[config.mk]
export PLATFORM = sky130hd
export DESIGN_NAME = phase_acc_sequencer
export DESIGN_NICKNAME = d
export VERILOG_FILES = /design/src/rtl/phase_acc_pkg.sv /design/src/rtl/phase_deg_to_word.sv /design/src/rtl/phase_acc_sequencer.sv
export SDC_FILE = /design/constraint.sdc
export NUM_CORES = 1
export LEC_CHECK = 0
export BUFFER_PORTS_ARGS = -buffer_cell sky130_fd_sc_hd__buf_4
export CORE_UTILIZATION = 50
export DETAILED_ROUTE_END_ITERATION = 8
export GPL_TIMING_DRIVEN = 0
export PLACE_DENSITY = 0.79
export RECOVER_POWER = 100
export SKIP_CTS_REPAIR_TIMING = 1
export SYNTH_ARGS = -nofsm -noshare
export SYNTH_HDL_FRONTEND = slang
export SYNTH_HIERARCHICAL = 1
export SYNTH_SLANG_ARGS = --single-unit
export TNS_END_PERCENT = 100
[constraint.sdc]
create_clock -name clk -period 3.5 [get_ports clk]
set_input_delay 0 -clock clk [delete_from_list [all_inputs] [get_ports clk]]
set_output_delay 0 -clock clk [all_outputs]
set_load 0.02 [all_outputs]
[src/rtl/phase_acc_pkg.sv]
// phase_acc_pkg -- shared types and helpers for the phase accumulator sequencer.
//   state_t      : sequencer FSM states
//   DEG_MAX      : largest legal phase offset in degrees
//   deg_to_word  : elaboration-time degrees -> phase word (reset constants only)
package phase_acc_pkg;

  typedef enum logic [1:0] {
    IDLE  = 2'd0,
    RUN   = 2'd1,
    PEND  = 2'd2,   // new config shadowed, waiting for a wrap
    DRAIN = 2'd3    // stop requested, waiting for a wrap
  } state_t;

  localparam int DEG_MAX = 359;

  // floor(deg * 2^width / 360); valid for width up to 54.
  function automatic logic [63:0] deg_to_word(input int deg, input int width);
    logic [63:0] num;
    num = 64'(deg) << width;
    return num / 64'd360;
  endfunction

endpackage

[src/rtl/phase_deg_to_word.sv]
// phase_deg_to_word -- combinational degrees -> phase word.
//   deg  : phase offset in degrees (0..359 meaningful)
//   word : floor(deg * 2^ACC_WIDTH / 360)
// The divide by 360 is a multiply by a rounded-up reciprocal with FRAC extra
// fraction bits. With FRAC=18 the overshoot is below 360/2^18 < 1/360, which
// is smaller than the gap between any exact quotient k/360 fraction and the
// next integer, so the floor is exact for every deg in 0..359.
module phase_deg_to_word #(
  parameter int ACC_WIDTH = 32
) (
  input  logic [8:0]           deg,
  output logic [ACC_WIDTH-1:0] word
);
  localparam int FRAC = 18;
  localparam int PW   = ACC_WIDTH + FRAC + 2;
  localparam logic [PW-1:0] ONE   = PW'(1);
  localparam logic [PW-1:0] RECIP = ((ONE << (ACC_WIDTH + FRAC)) + PW'(359)) / PW'(360);

  logic [PW-1:0] prod;
  logic          unused_prod;

  assign prod        = PW'(deg) * RECIP;
  assign word        = prod[ACC_WIDTH+FRAC-1:FRAC];
  assign unused_prod = ^{prod[PW-1:ACC_WIDTH+FRAC], prod[FRAC-1:0]};

endmodule

[src/rtl/phase_acc_sequencer.sv]
// phase_acc_sequencer -- NCO-style phase accumulator with start/stop sequencing
// and glitch-free reconfiguration (new config only lands on a wrap).
// Optional offset-phase path built only when PHASE_ACC_OFFSET_EN is defined.
// Ports:
//   clk, reset_n            : clock, async active-low reset
//   start, stop             : one-cycle control pulses (stop wins)
//   cfg_valid/cfg_ready     : config handshake; cfg_tuning, cfg_phase_deg payload
//   cfg_error               : one-cycle pulse on a rejected config
//   baud_tick, gen_clock    : wrap pulse / MSB of main accumulator
//   baud_tick_offset, gen_clock_offset : same for the offset phase
//   running                 : high in RUN, PEND, DRAIN
module phase_acc_sequencer
  import phase_acc_pkg::*;
#(
  parameter int                   ACC_WIDTH     = 32,
  parameter logic [ACC_WIDTH-1:0] DEF_TUNING    = ACC_WIDTH'(3958242),
  parameter int                   DEF_PHASE_DEG = 180
) (
  input  logic                 clk,
  input  logic                 reset_n,
  input  logic                 start,
  input  logic                 stop,
  input  logic                 cfg_valid,
  output logic                 cfg_ready,
  input  logic [ACC_WIDTH-1:0] cfg_tuning,
  input  logic [8:0]           cfg_phase_deg,
  output logic                 cfg_error,
  output logic                 baud_tick,
  output logic                 baud_tick_offset,
  output logic                 gen_clock,
  output logic                 gen_clock_offset,
  output logic                 running
);

  state_t               state, state_nx;
  logic [ACC_WIDTH-1:0] acc, tuning, sh_tuning;
  logic [ACC_WIDTH:0]   sum;
  logic                 active, carry, pend, apply_sh, tick_en;
  logic                 deg_ok, cfg_ok, cfg_take, cfg_bad;

  assign active    = (state != IDLE);
  assign running   = active;
  assign cfg_ready = (state == IDLE) || (state == RUN);
  assign sum       = {1'b0, acc} + {1'b0, tuning};
  assign carry     = active & sum[ACC_WIDTH];
  assign gen_clock = acc[ACC_WIDTH-1];

  assign cfg_ok   = (cfg_tuning != '0) && deg_ok;
  assign cfg_take = cfg_valid && cfg_ready && cfg_ok;
  assign cfg_bad  = cfg_valid && cfg_ready && !cfg_ok;

  // The wrap that ends DRAIN lands the outputs in IDLE, where ticks must be
  // quiet, so that final tick is dropped.
  assign tick_en = (state_nx != IDLE);

  always_comb begin
    state_nx = state;
    apply_sh = 1'b0;
    case (state)
      IDLE:  if (start && !stop) state_nx = RUN;
      RUN:   if (stop) state_nx = DRAIN;
             else if (cfg_take) state_nx = PEND;
      PEND:  if (stop) state_nx = DRAIN;
             else if (carry) begin
               state_nx = RUN;
               apply_sh = 1'b1;
             end
      DRAIN: if (carry) begin
               state_nx = IDLE;
               apply_sh = pend;
             end
      default: state_nx = IDLE;
    endcase
  end

  always_ff @(posedge clk or negedge reset_n) begin
    if (!reset_n) begin
      state     <= IDLE;
      acc       <= '0;
      tuning    <= DEF_TUNING;
      sh_tuning <= DEF_TUNING;
      pend      <= 1'b0;
      baud_tick <= 1'b0;
      cfg_error <= 1'b0;
    end else begin
      state     <= state_nx;
      cfg_error <= cfg_bad;
      baud_tick <= carry && tick_en;
      acc       <= (active && tick_en) ? sum[ACC_WIDTH-1:0] : '0;
      // IDLE applies at once; otherwise shadow until a wrap.
      if (cfg_take && !active) tuning <= cfg_tuning;
      else if (apply_sh)       tuning <= sh_tuning;
      if (cfg_take && active)  sh_tuning <= cfg_tuning;
      if (apply_sh)                pend <= 1'b0;
      else if (cfg_take && active) pend <= 1'b1;
    end
  end

`ifdef PHASE_ACC_OFFSET_EN
  localparam logic [ACC_WIDTH-1:0] DEF_OFF = ACC_WIDTH'(deg_to_word(DEF_PHASE_DEG, ACC_WIDTH));

  logic [ACC_WIDTH-1:0] off_word, sh_off, cfg_off, p_off;
  logic [ACC_WIDTH:0]   osum;
  logic                 ocarry;

  phase_deg_to_word #(.ACC_WIDTH(ACC_WIDTH)) u_deg2word (
    .deg  (cfg_phase_deg),
    .word (cfg_off)
  );

  assign deg_ok           = (cfg_phase_deg <= 9'(DEG_MAX));
  assign p_off            = acc + off_word;
  assign osum             = {1'b0, p_off} + {1'b0, tuning};
  assign ocarry           = active & osum[ACC_WIDTH];
  // p_off is nonzero in IDLE (acc=0 plus offset), so gate its MSB.
  assign gen_clock_offset = active & p_off[ACC_WIDTH-1];

  always_ff @(posedge clk or negedge reset_n) begin
    if (!reset_n) begin
      off_word         <= DEF_OFF;
      sh_off           <= DEF_OFF;
      baud_tick_offset <= 1'b0;
    end else begin
      baud_tick_offset <= ocarry && tick_en;
      if (cfg_take && !active) off_word <= cfg_off;
      else if (apply_sh)       off_word <= sh_off;
      if (cfg_take && active)  sh_off <= cfg_off;
    end
  end
`else
  localparam int unused_def_deg = DEF_PHASE_DEG;
  logic unused_deg;

  assign deg_ok           = 1'b1;
  assign baud_tick_offset = 1'b0;
  assign gen_clock_offset = 1'b0;
  assign unused_deg       = ^cfg_phase_deg;
`endif

endmodule

# Yosys cells after proc, flatten, opt, wreduce, memory -nomap -nowiden

Cells that the tools add are included.

Output and inout port bits: 7
Word-level logic and storage cells: 46
Bits of input ports: 46
Register bits after elaboration: 101

Add/subtract/negate cells: 1
Bitwise operators: 1
Reduce and logical (&&, ||, !) cells: 18
Equal/unequal tests: 3
Mux-type cells: 16

Operator list:

| cell                                                             | number |
|---|---|
| 32-bit two-way mux                                               | 3 |
| 32-bit by 32-bit adder with 33-bit output                        | 1 |
| 32-bit nonzero test                                              | 1 |
| 2-bit two-way mux                                                | 6 |
| 1-bit logical AND                                                | 8 |
| 2-bit one-hot mux with 4 select lines                            | 1 |
| 2-bit nonzero test                                               | 4 |
| 1-bit two-way mux                                                | 5 |
| 2-bit == test (second input constant)                            | 2 |
| 1-bit zero test                                                  | 3 |
| 2-bit by 1-bit == test with 1-bit output (second input constant) | 1 |
| 2-bit zero test                                                  | 1 |
| 1-bit one-hot mux with 2 select lines                            | 1 |
| 1-bit AND                                                        | 1 |
| 1-bit logical OR                                                 | 1 |

# Longest topological paths before layout

Word-level depth: 10
Gate-level depth with buffers: 13

# Worst setup path after synthesis

OpenSTA, ideal clock, no wires.

Path type: register -> register
Start: register tuning[1]
End: register tuning[0]
Required time: 3363 ps
Arrival time: 3054 ps
Clock period less this slack: 3191 ps
Setup slack: 309 ps
Cell stages (with the launch flop): 13
Path through: dfstp_2 -> inv_1 -> fa_1 -> and2b_1 -> o2111ai_1 -> a31o_1 -> a311oi_2 -> o21ai_1 -> and3b_1 -> nor4_4 -> buf_6 -> mux2i_1 -> a21oi_1

Longest elaborated chain between the ends: 6
Elaborated cells between the ends (all ways): 7
Classes of those cells: add/sub (1); mux (4); bitwise (1); reduce/logical (1)

RTL lines:

| what                                        | line                      | RTL |
|---|---|---|
| from (decl)                                 | phase_acc_sequencer.sv:36 | `logic [ACC_WIDTH-1:0] acc, tuning, sh_tuning;` |
| from (signal assigned)                      | phase_acc_sequencer.sv:91 | `if (cfg_take && !active) tuning <= cfg_tuning;` |
| from (signal assigned)                      | phase_acc_sequencer.sv:92 | `else if (apply_sh) tuning <= sh_tuning;` |
| 32-bit by 32-bit adder with 33-bit output * | phase_acc_sequencer.sv:44 | `assign sum = {1'b0, acc} + {1'b0, tuning};` |
| 1-bit AND *                                 | phase_acc_sequencer.sv:45 | `assign carry = active & sum[ACC_WIDTH];` |
| 1-bit two-way mux                           | phase_acc_sequencer.sv:64 | `else if (carry) begin` |
| 1-bit two-way mux                           | phase_acc_sequencer.sv:63 | `PEND: if (stop) state_nx = DRAIN;` |
| 1-bit one-hot mux with 2 select lines *     | phase_acc_sequencer.sv:59 | `case (state)` |
| 2-bit nonzero test (no source line) *       | -                         |  |

Every way passes the cells marked *; elsewhere a longest branch is shown, timed or not.
A chain may end at the register's enable or synchronous reset.

# Worst setup path in the final report

Start: register tuning[1]
End: register tuning[31]

Same word-level chain as after synthesis.

==> impl_results.md <==
- Clock sinks: 101
- Number of synthesized register bits: 101
- I/O pin count: 53
- # nets final: 785
- Initial antenna violation count: 0
- H-tree depth: 3
- TNS Setup: 0 ns
- Routability cong.: 0.897
- Violated checks: negative hold slack, max-capacitance violations, max-slew violations
- Worst-Skew Late Latency: 0.37 ns
- Worst EP required: 3.73 ns
- Hold Path Class: in -> reg
- Distinct cells, synth: 48
- Die span in y: 108 um
- Number of cells on the worst hold path: 3
- WL final: 14,000 um
- Full die area: 11,700 sq um
- Worst-path clk slew: 0.10 ns
- Max-cap check violation count: 1
- WL per Instance: 16.4 um
- CP endpoint kind: flip-flop
- Global-route wire length before repair: 21,800 um
- Port bufs: 41
- Synth top area share: 34.2%
- Initial core utilization: 51.7%
- Synth-to-layout area growth: 18.8%
- Max Clk Rate: 0.303 GHz
- Slew @ Worst Pin: 2.50 ns
- Ys Warns: 6
- Synth top area cells: dfrtp_1, dfstp_2, nand2_1, ha_1, a21oi_1
- Critical path class: reg -> reg
- Share of cells above drive strength 1: 13.1%
- Async SR Flop Fraction: 100%
- VDD IR-drop max: 0.442 mV
- PwrDens: 1150 nW/um^2
- Placed cells: 798
- Chip Width: 108 um
- Row count: 38
- Startpoint Class: flip-flop
- DRC viols: 0
- Post-synth top area cell: dfrtp_1
- Antenna-violating nets left: 0
- Diode count: 0
- P_leak: 3.14 nW
- Vias in the first global route: 4,560
- Slew headroom: -66.9%
- WP data arrival: 3.53 ns
- Via/cell ratio: 5.71
- Mapped Avg Cell Area: 9.14 sq um
- Cells after Synth: 616
- Post-synth EDFFs: 0
- Total GRT Usage: 24.2%
- Total iterations of the first detailed-routing run: 5
- Synth Flop Type: dfrtp_1
- Final hold violations: 1
- Pin count of the biggest net entering global routing: 102
- TritonCTS clock tree: built
- Mapped Area: 5630 sq um
- Final setup viols: 0
- Final hold slack: -0.00436 ns
- CTS Root Cell: clkbuf_8
- Final HPWL DP: 9650 um
- Max-slew violation count: 102
- Cell Count, Final, Fillers Out: 851
- Crit Path Max Fanout: 10
- CTS Buffer Depth: 2
- Crit share post-route: 94.3%
- Post-layout minimum cycle time: 3.30 ns
- Grt ovf: 0
- Post-synthesis sequential area ratio: 45.4%
- Number of DRC markers in iteration 0: 412
- TritonCTS Buffers: 9
- Vias: 4,857
- Outcome: finished with violations
- Core Area: 10,900 sq um
- Worst reg2reg path depth: 13
- Total Power: 7.66 mW
- Clock Skews: 0.0107 ns
## critical path, stage by stage (launching register included)
cell and delay (ns):
dfstp_2 0.56, inv_1 0.06, fa_1 0.41, and2b_2 0.26, o2111ai_2 0.15, a31o_1 0.28
a311oi_2 0.26, o21ai_1 0.14, and3b_1 0.23, nor4_4 0.12, buf_4 0.18, buf_6 0.18
mux2i_1 0.22, a21oi_1 0.08
## per-layer routing
metal / track usage, % / vias up / share of wire, %
met5: 0 / - / 0
met3: 3.92 / 38 / 4.8
met1: 31.7 / 2357 / 44
li1: - / 2304 / -
met2: 38.8 / 158 / 48
met4: 12.2 / 0 / 3.6
## synthesized netlist by cell type, types with 2 or more instances
master,n
o21ai_0,18
a21o_1,24
buf_6,3
nand2_1,116
nor3_1,4
o31ai_1,3
ha_1,32
nand4_1,9
inv_1,10
dfrtp_1,77
nor2_1,74
a21oi_1,68
nand3_1,3
nor3b_1,2
a21boi_0,2
buf_2,2
o2111ai_1,3
nor2b_1,5
clkbuf_1,21
o21a_1,6
xnor2_1,13
mux2i_1,32
and3_1,6
o211ai_1,6
nand2b_1,5
dfstp_2,24
a211oi_1,5
a31oi_1,2
buf_4,2
xor2_1,12
nor4_1,10
## where the power goes
group	leakage [nW]	total, mW	internal [mW]	switching, mW
clock network	0.110	0.844	0.443	0.401
logic	1.84	4.60	1.93	2.67
registers	1.19	2.21	1.90	0.315
total	3.14	7.66	4.27	3.39
## layout by cell type, fill, tap and decap left out, drive strengths merged, types with 3 or more instances in the layout
cell         instances
a21oi               68
xnor2               13
mux2i               32
o31ai                3
a21o                24
o2111ai              3
nand3                3
o21a                 6
buf                 44
and3                 6
nor2                74
a211oi               5
nand2b               5
xor2                12
dfrtp               77
o21ai               19
o211ai               6
nor2b                5
inv                 10
nand2              116
nor3                 4
dfstp               24
clkbuf              42
nand4                9
dlygate4sd3         34
nor4                11
ha                  32
## logic make-up (layout without fill, tap and decap cells)
family          after synthesis  count (layout)  share of synthesized area, %
compound gates              144             144                          15.6
other cells                   1               2                        0.0666
xor+xnor                     25              25                          3.89
fa+ha+maj                    33              33                          7.47
buf+inv                      39             133                          3.20
mux                          33              33                          5.89
flops                       101             101                          45.4
simple gates                240             240                          18.5
## flip-flops by register name (all words and copies together) (netlist names)
signal / cells
acc: 32
baud_tick: 1
cfg_error: 1
pend: 1
sh_tuning: 32
state: 2
tuning: 32
## metrics by stage
| stage | setup slack [ns] | hold WS (ns) | instance area [sq um] | utilization (%) |
|---|---|---|---|---|
| after CTS | -0.276 | -0.190 | 6340 | 58.3 |
| after global routing | -0.00283 | 0.0195 | 6690 | 61.5 |
| after detailed placement | -0.261 | 0.216 | 6120 | 56.2 |
| final | 0.200 | -0.00436 | 6690 | 61.5 |
| after global placement | -0.163 | 0.210 | 6120 | 56.2 |
| after floorplan | 0.309 | -0.296 | 5630 | - |
## layout make-up
cell class,instances,area [sq um]
Buffer,29,145
Clock buffer,13,159
Clock inverter,3,67.6
Fill cell,909,4200
Inverter,10,37.5
Multi-Input combinational cell,477,2900
Sequential cell,101,2560
Tap cell,140,175
Timing Repair Buffer,78,646
## worst paths after layout
kind / from / to / slack, ns
max reg2reg: tuning[1]$_DFFE_PN1P_ / tuning[31]$_DFFE_PN0P_ / 0.20
min reg2reg: sh_tuning[20]$_DFFE_PN1P_ / sh_tuning[20]$_DFFE_PN1P_ / 0.46
max in group asynchronous: reset_n / tuning[25]$_DFFE_PN0P_ / 1.11
min in group asynchronous: reset_n / sh_tuning[15]$_DFFE_PN0P_ / 0.93
min: stop / state[0]$_DFF_PN0_ / -0.004
max: tuning[1]$_DFFE_PN1P_ / tuning[31]$_DFFE_PN0P_ / 0.20
Power figures use the tool's default switching activity.
